==> src/rtl/sprite_line_fetch_pkg.sv <==
// Shared constants and FSM encoding for the sprite pipeline blocks.
package sprite_line_fetch_pkg;

  localparam int SPR_W  = 64;
  localparam int SPR_H  = 64;
  localparam int ADDR_W = 12;
  localparam int IDX_W  = 4;
  localparam int TRANSP = 0;

  typedef enum logic [1:0] {
    IDLE,
    ISSUE,
    DRAIN,
    DONE
  } state_t;

endpackage

==> src/rtl/sprite_line_buf.sv <==
// One sprite scanline buffer: single write port, registered read port.
module sprite_line_buf
  import sprite_line_fetch_pkg::*;
#(
  parameter int DEPTH = SPR_W,
  parameter int WIDTH = IDX_W
) (
  input  logic                     clock,
  input  logic                     wr_en,
  input  logic [$clog2(DEPTH)-1:0] wr_addr,
  input  logic [WIDTH-1:0]         wr_data,
  input  logic [$clog2(DEPTH)-1:0] rd_addr,
  output logic [WIDTH-1:0]         rd_data
);

  logic [WIDTH-1:0] mem [DEPTH];

  // Contents are deliberately not reset so the array maps onto block RAM.
  always_ff @(posedge clock) begin
    if (wr_en) begin
      mem[wr_addr] <= wr_data;
    end
    rd_data <= mem[rd_addr];
  end

endmodule

==> src/rtl/sprite_line_fetch.sv <==
// Fetches one sprite scanline from ROM into a back buffer while the front
// buffer feeds per-pixel palette indices to the display.
module sprite_line_fetch #(
  parameter int SPR_W  = sprite_line_fetch_pkg::SPR_W,
  parameter int SPR_H  = sprite_line_fetch_pkg::SPR_H,
  parameter int ADDR_W = sprite_line_fetch_pkg::ADDR_W,
  parameter int IDX_W  = sprite_line_fetch_pkg::IDX_W,
  parameter int TRANSP = sprite_line_fetch_pkg::TRANSP
) (
  input  logic              clock,
  input  logic              reset_n,
  input  logic              line_start,
  input  logic [9:0]        line_y,
  input  logic [9:0]        sprite_x,
  input  logic [9:0]        sprite_y,
  input  logic              flip,
  output logic [ADDR_W-1:0] rom_addr,
  input  logic [IDX_W-1:0]  rom_q,
  output logic              busy,
  output logic              done,
  input  logic [9:0]        pix_x,
  output logic [IDX_W-1:0]  pix_idx,
  output logic              pix_opaque
);

  import sprite_line_fetch_pkg::*;

  localparam int BUF_AW = $clog2(SPR_W);
  // One extra bit so col can reach SPR_W while the last ROM word drains.
  localparam int COL_W  = $clog2(SPR_W) + 1;

  state_t state_reg, state_next;

  logic [COL_W-1:0]  col_reg;
  logic [9:0]        row_reg;
  logic              front_sel_reg;
  logic              back_sel;
  logic [9:0]        x_reg [2];
  logic [1:0]        flip_reg;
  logic [1:0]        valid_reg;

  logic [9:0]        start_row;
  logic              in_range;

  logic              wr_en;
  logic [BUF_AW-1:0] wr_addr;

  logic [9:0]        front_x;
  logic [9:0]        pcol;
  logic              hit;
  logic [BUF_AW-1:0] rd_addr;
  logic              hit_reg;
  logic              rd_sel_reg;
  logic [IDX_W-1:0]  rd_q [2];
  logic [IDX_W-1:0]  buf_data;

  assign back_sel  = ~front_sel_reg;
  assign start_row = line_y - sprite_y;
  assign in_range  = (line_y >= sprite_y) && (int'(start_row) < SPR_H);

  always_ff @(posedge clock or negedge reset_n) begin
    if (!reset_n) begin
      state_reg <= IDLE;
    end else begin
      state_reg <= state_next;
    end
  end

  always_comb begin
    state_next = state_reg;
    busy       = 1'b0;
    done       = 1'b0;
    rom_addr   = '0;
    case (state_reg)
      IDLE: begin
        if (line_start) begin
          state_next = in_range ? ISSUE : DONE;
        end
      end
      ISSUE: begin
        busy     = 1'b1;
        rom_addr = ADDR_W'(row_reg) * ADDR_W'(SPR_W) + ADDR_W'(col_reg);
        if (col_reg == COL_W'(SPR_W - 1)) begin
          state_next = DRAIN;
        end
      end
      DRAIN: begin
        busy       = 1'b1;
        state_next = DONE;
      end
      DONE: begin
        done       = 1'b1;
        state_next = IDLE;
      end
      default: state_next = IDLE;
    endcase
  end

  // The buffer being swapped out of display becomes the new fetch target.
  always_ff @(posedge clock or negedge reset_n) begin
    if (!reset_n) begin
      col_reg       <= '0;
      row_reg       <= '0;
      front_sel_reg <= 1'b0;
      x_reg[0]      <= '0;
      x_reg[1]      <= '0;
      flip_reg      <= '0;
      valid_reg     <= '0;
    end else begin
      case (state_reg)
        IDLE: begin
          if (line_start) begin
            front_sel_reg            <= back_sel;
            x_reg[front_sel_reg]     <= sprite_x;
            flip_reg[front_sel_reg]  <= flip;
            valid_reg[front_sel_reg] <= 1'b0;
            row_reg                  <= start_row;
            col_reg                  <= '0;
          end
        end
        ISSUE:   col_reg <= col_reg + COL_W'(1);
        DRAIN:   valid_reg[back_sel] <= 1'b1;
        default: ;
      endcase
    end
  end

  // ROM data lags its address by one clock, so each write lands at col-1.
  assign wr_en   = ((state_reg == ISSUE) && (col_reg != '0)) || (state_reg == DRAIN);
  assign wr_addr = BUF_AW'(col_reg - COL_W'(1));

  assign front_x = x_reg[front_sel_reg];
  assign pcol    = pix_x - front_x;
  assign hit     = (pix_x >= front_x) && (int'(pcol) < SPR_W) && valid_reg[front_sel_reg];
  assign rd_addr = flip_reg[front_sel_reg] ? BUF_AW'(SPR_W - 1 - int'(pcol))
                                           : BUF_AW'(pcol);

  generate
    for (genvar gi = 0; gi < 2; gi++) begin : g_buf
      sprite_line_buf #(
        .DEPTH(SPR_W),
        .WIDTH(IDX_W)
      ) u_buf (
        .clock  (clock),
        .wr_en  (wr_en && (back_sel == 1'(gi))),
        .wr_addr(wr_addr),
        .wr_data(rom_q),
        .rd_addr(rd_addr),
        .rd_data(rd_q[gi])
      );
    end
  endgenerate

  always_ff @(posedge clock or negedge reset_n) begin
    if (!reset_n) begin
      hit_reg    <= 1'b0;
      rd_sel_reg <= 1'b0;
    end else begin
      hit_reg    <= hit;
      rd_sel_reg <= front_sel_reg;
    end
  end

  assign buf_data   = rd_q[rd_sel_reg];
  assign pix_idx    = hit_reg ? buf_data : IDX_W'(TRANSP);
  assign pix_opaque = hit_reg && (buf_data != IDX_W'(TRANSP));

endmodule

==> config.mk <==
export PLATFORM = sky130hd
export DESIGN_NAME = sprite_line_fetch
export DESIGN_NICKNAME = d
export VERILOG_FILES = /design/src/rtl/sprite_line_fetch_pkg.sv /design/src/rtl/sprite_line_buf.sv /design/src/rtl/sprite_line_fetch.sv
export SDC_FILE = /design/constraint.sdc
export NUM_CORES = 1
export LEC_CHECK = 0
export BUFFER_PORTS_ARGS = -buffer_cell sky130_fd_sc_hd__clkbuf_2
export CAP_MARGIN = 20
export CELL_PAD_IN_SITES_DETAIL_PLACEMENT = 0
export CELL_PAD_IN_SITES_GLOBAL_PLACEMENT = 1
export CORE_ASPECT_RATIO = 1.2
export CORE_MARGIN = 5
export CORE_UTILIZATION = 57
export CTS_CLUSTER_DIAMETER = 150
export CTS_CLUSTER_SIZE = 24
export DETAILED_ROUTE_END_ITERATION = 10
export PLACE_DENSITY_LB_ADDON = 0.1
export SETUP_SLACK_MARGIN = 0.2
export SYNTH_ARGS = -nofsm -noshare
export SYNTH_HDL_FRONTEND = slang
export SYNTH_SLANG_ARGS = --single-unit
==> constraint.sdc <==
create_clock -name clock -period 7.3 [get_ports clock]
set_input_delay 0.73 -clock clock [delete_from_list [all_inputs] [get_ports clock]]
set_output_delay 0.73 -clock clock [all_outputs]
set_load 0.02 [all_outputs]
==> impl_results.md <==
* Core area at 0.0437 mm^2
* Remaining DRCs at 0
* First-pass GRT wire length at 92700 um
* Max frequency at 203 MHz
* Total CTS buffers at 27
* Multi-input gate area at 0.00794 mm^2
* 1st-iter DRT viols at 1312
* FP Rows at 84
* Filler instances at 3401
* Vias in the first global route at 15172
* Layout cells sized above 1 at 0.150
* CTS Root Cell: clkbuf_16
* Worst-path clk slew at 100 ps
* Via Count at 15275
* Top-count cell post-synth: edfxtp_1
* Grt ovf at 0
* Port Buffers at 66
* CTS resizes at 0
* Yosys top cell by area: edfxtp_1
* Total negative setup slack at 0 ps
* Synth top area cells: edfxtp_1, mux4_2, dfrtp_1, mux2_2, nand2_1
* CTS sink cnt at 562
* Cell mode on critical path: buf_4
* Cell breakdown of the critical path: buf_4 > mux2i_1 > inv_1 > fa_4 > xnor2_1 > xnor2_4 > buf_4 > nand2_1 > o22ai_1 > o21ai_0 > a21boi_0 > nor4_1
* Routed len/inst at 25.8 um
* Mapped cell area at 0.0251 mm^2
* Synth warn at 0
* H-tree levels at 1
* Starting Density at 0.574
* Post-DRT Antenna Nets at 0
* Startpoint types: flop
* Die height at 240 um
* Die width at 202 um
* Status: completed
* Slowest CP cell: buf_4
* Final Cycle Share at 0.675
* Hold/Removal Path Class: in2async
* Pins Over Slew Limit at 0
* Critical Path Max Stage Delay at 690 ps
* Setup Fix Bufs, Post-CTS at 0
* Clock Skew at 22.9 ps
* Vias/cell at 6.41
* Num ports at 67
* Final Hold Vio Count at 0
* Largest register FFs at 512
* Post-DP HPWL at 38600 um
* Post-synth EDFFs at 512
* Post-synth top cells: edfxtp_1, nand2_1, nor2_1, a21oi_1, mux2_2
* Area Overhead vs Synth at 6.27%
* # setup viols final at 0
* Register area share after synthesis at 0.660
* Critical Path End Type: flop
* Worst-margin pin slew at 1120 ps
* Syn Area/Cell at 14.0 um^2
* Mapped Nets at 1876
* Yosys top cell area share at 0.612
* Clk_lat worst skew at 620 ps
* Max-cap violations at 0
* # diodes at 0
* Period minus WS final at 4930 ps
* Area occupied by registers at 0.0166 mm^2
* GPL Wtd Cong at 0.828
* Setup CP Type: reg2reg
* Overall Global Routing Usage at 0.251
* #FFs+latches synth at 562
* RSZ-0062 raised after global routing: false
* Post-synth top flop: edfxtp_1
* DRT Wirelength at 61500 um
* Critical Path AT at 5400 ps
* Crit path max fanout at 60
* Synth unique cells at 68
* Max-slew headroom at 0.254
* Pre-antenna DRT Iters at 8
* Maximum buffer depth of the clock tree at 3
* Initial antenna violation count at 0
* Async SR Flop Fraction at 0.0747
* Mapped Cells at 1798
* Critical path required time at 7780 ps
* CTS tree: done
* Largest net degree at the start of global routing at 114
* Cts hold-fix bufs at 0
* DIE AREA at 0.0484 mm^2
* Nets at 1881
## cell type report
cell class                      count  share of cell area
Clock buffer                       48              0.0283
Clock inverter                      2             0.00136
Inverter                           28             0.00394
Multi-Input combinational cell   1095               0.298
Sequential cell                   562               0.621
Tap cell                          559              0.0262
Timing Repair Buffer               89              0.0212
## logic make-up (layout without fill, tap and decap cells)
kind of cell,count (synthesis),after routing,synth area share
adders and majority gates,30,30,0.0155
buffers and inverters,141,167,0.0250
muxes,188,188,0.108
AOI/OAI and AO/OA,376,376,0.0957
xor gates and xnor gates,22,22,0.00902
and+or+nand+nor,479,479,0.0865
DFF,562,562,0.660
## per-layer routing
metal  vias up  part of all wire  track usage
met5         -                 0            0
met1      7714              0.41        0.354
met4         0             0.020       0.0555
met2       533              0.50        0.426
met3        67             0.071       0.0345
li1       6961                 -            -
## cells in the final DEF, fill, tap and decap left out, drive strengths merged, types with 45 or more instances in the layout
cell,Yosys,routed
a211oi,46,46
o22ai,60,60
a31oi,46,46
o21ai,45,45
mux4,56,56
clkbuf,63,110
nand3,45,45
edfxtp,512,512
nand2,156,156
mux2,89,89
a21oi,93,93
nor2,155,155
## final timing paths
kind / from / end / slack, ps / cells past startpoint
max in group asynchronous: reset_n / flip_reg[0]$_DFFE_PN0P_ / 6650 / 2
worst min register to register: row_reg[0]$_DFFE_PN0P_ / row_reg[0]$_DFFE_PN0P_ / 500 / 2
worst max-delay path: front_sel_reg$_DFFE_PN0P_ / g_buf[0].u_buf.rd_data[3]$_DFF_P_ / 2370 / 12
worst max register to register: front_sel_reg$_DFFE_PN0P_ / g_buf[0].u_buf.rd_data[3]$_DFF_P_ / 2370 / 12
worst min-delay path: reset_n / row_reg[2]$_DFFE_PN0P_ / 120 / 1
min in group clock: sprite_x[4] / x_reg[14]$_DFFE_PN0P_ / 380 / 2
## through the flow
stage	instances	setup slack [ps]	utilization	hold WS, ps	instance area [um^2]
2_1_floorplan	1798	3860	-	434	25100
3_3_place_gp	2331	2400	0.591	476	25800
3_5_place_dp	2331	2350	0.591	481	25800
4_1_cts	2381	2380	0.609	323	26600
5_1_grt	2383	2130	0.610	143	26700
6_report	2383	2370	0.610	117	26700
## critical path, delay by kind of cell (launching register included)
family	cells	cell delay [ps]
AND/OR/NAND/NOR	2	790
XOR/XNOR	2	680
adder cells (fa/ha/maj)	1	450
multiplexers	1	310
AO/OA/AOI/OAI	3	1060
buffers and inverters	3	1090
flip-flops	1	370
Power is not shown: default switching activity piles up to over one toggle a cycle in this logic, so the estimate is an artifact.
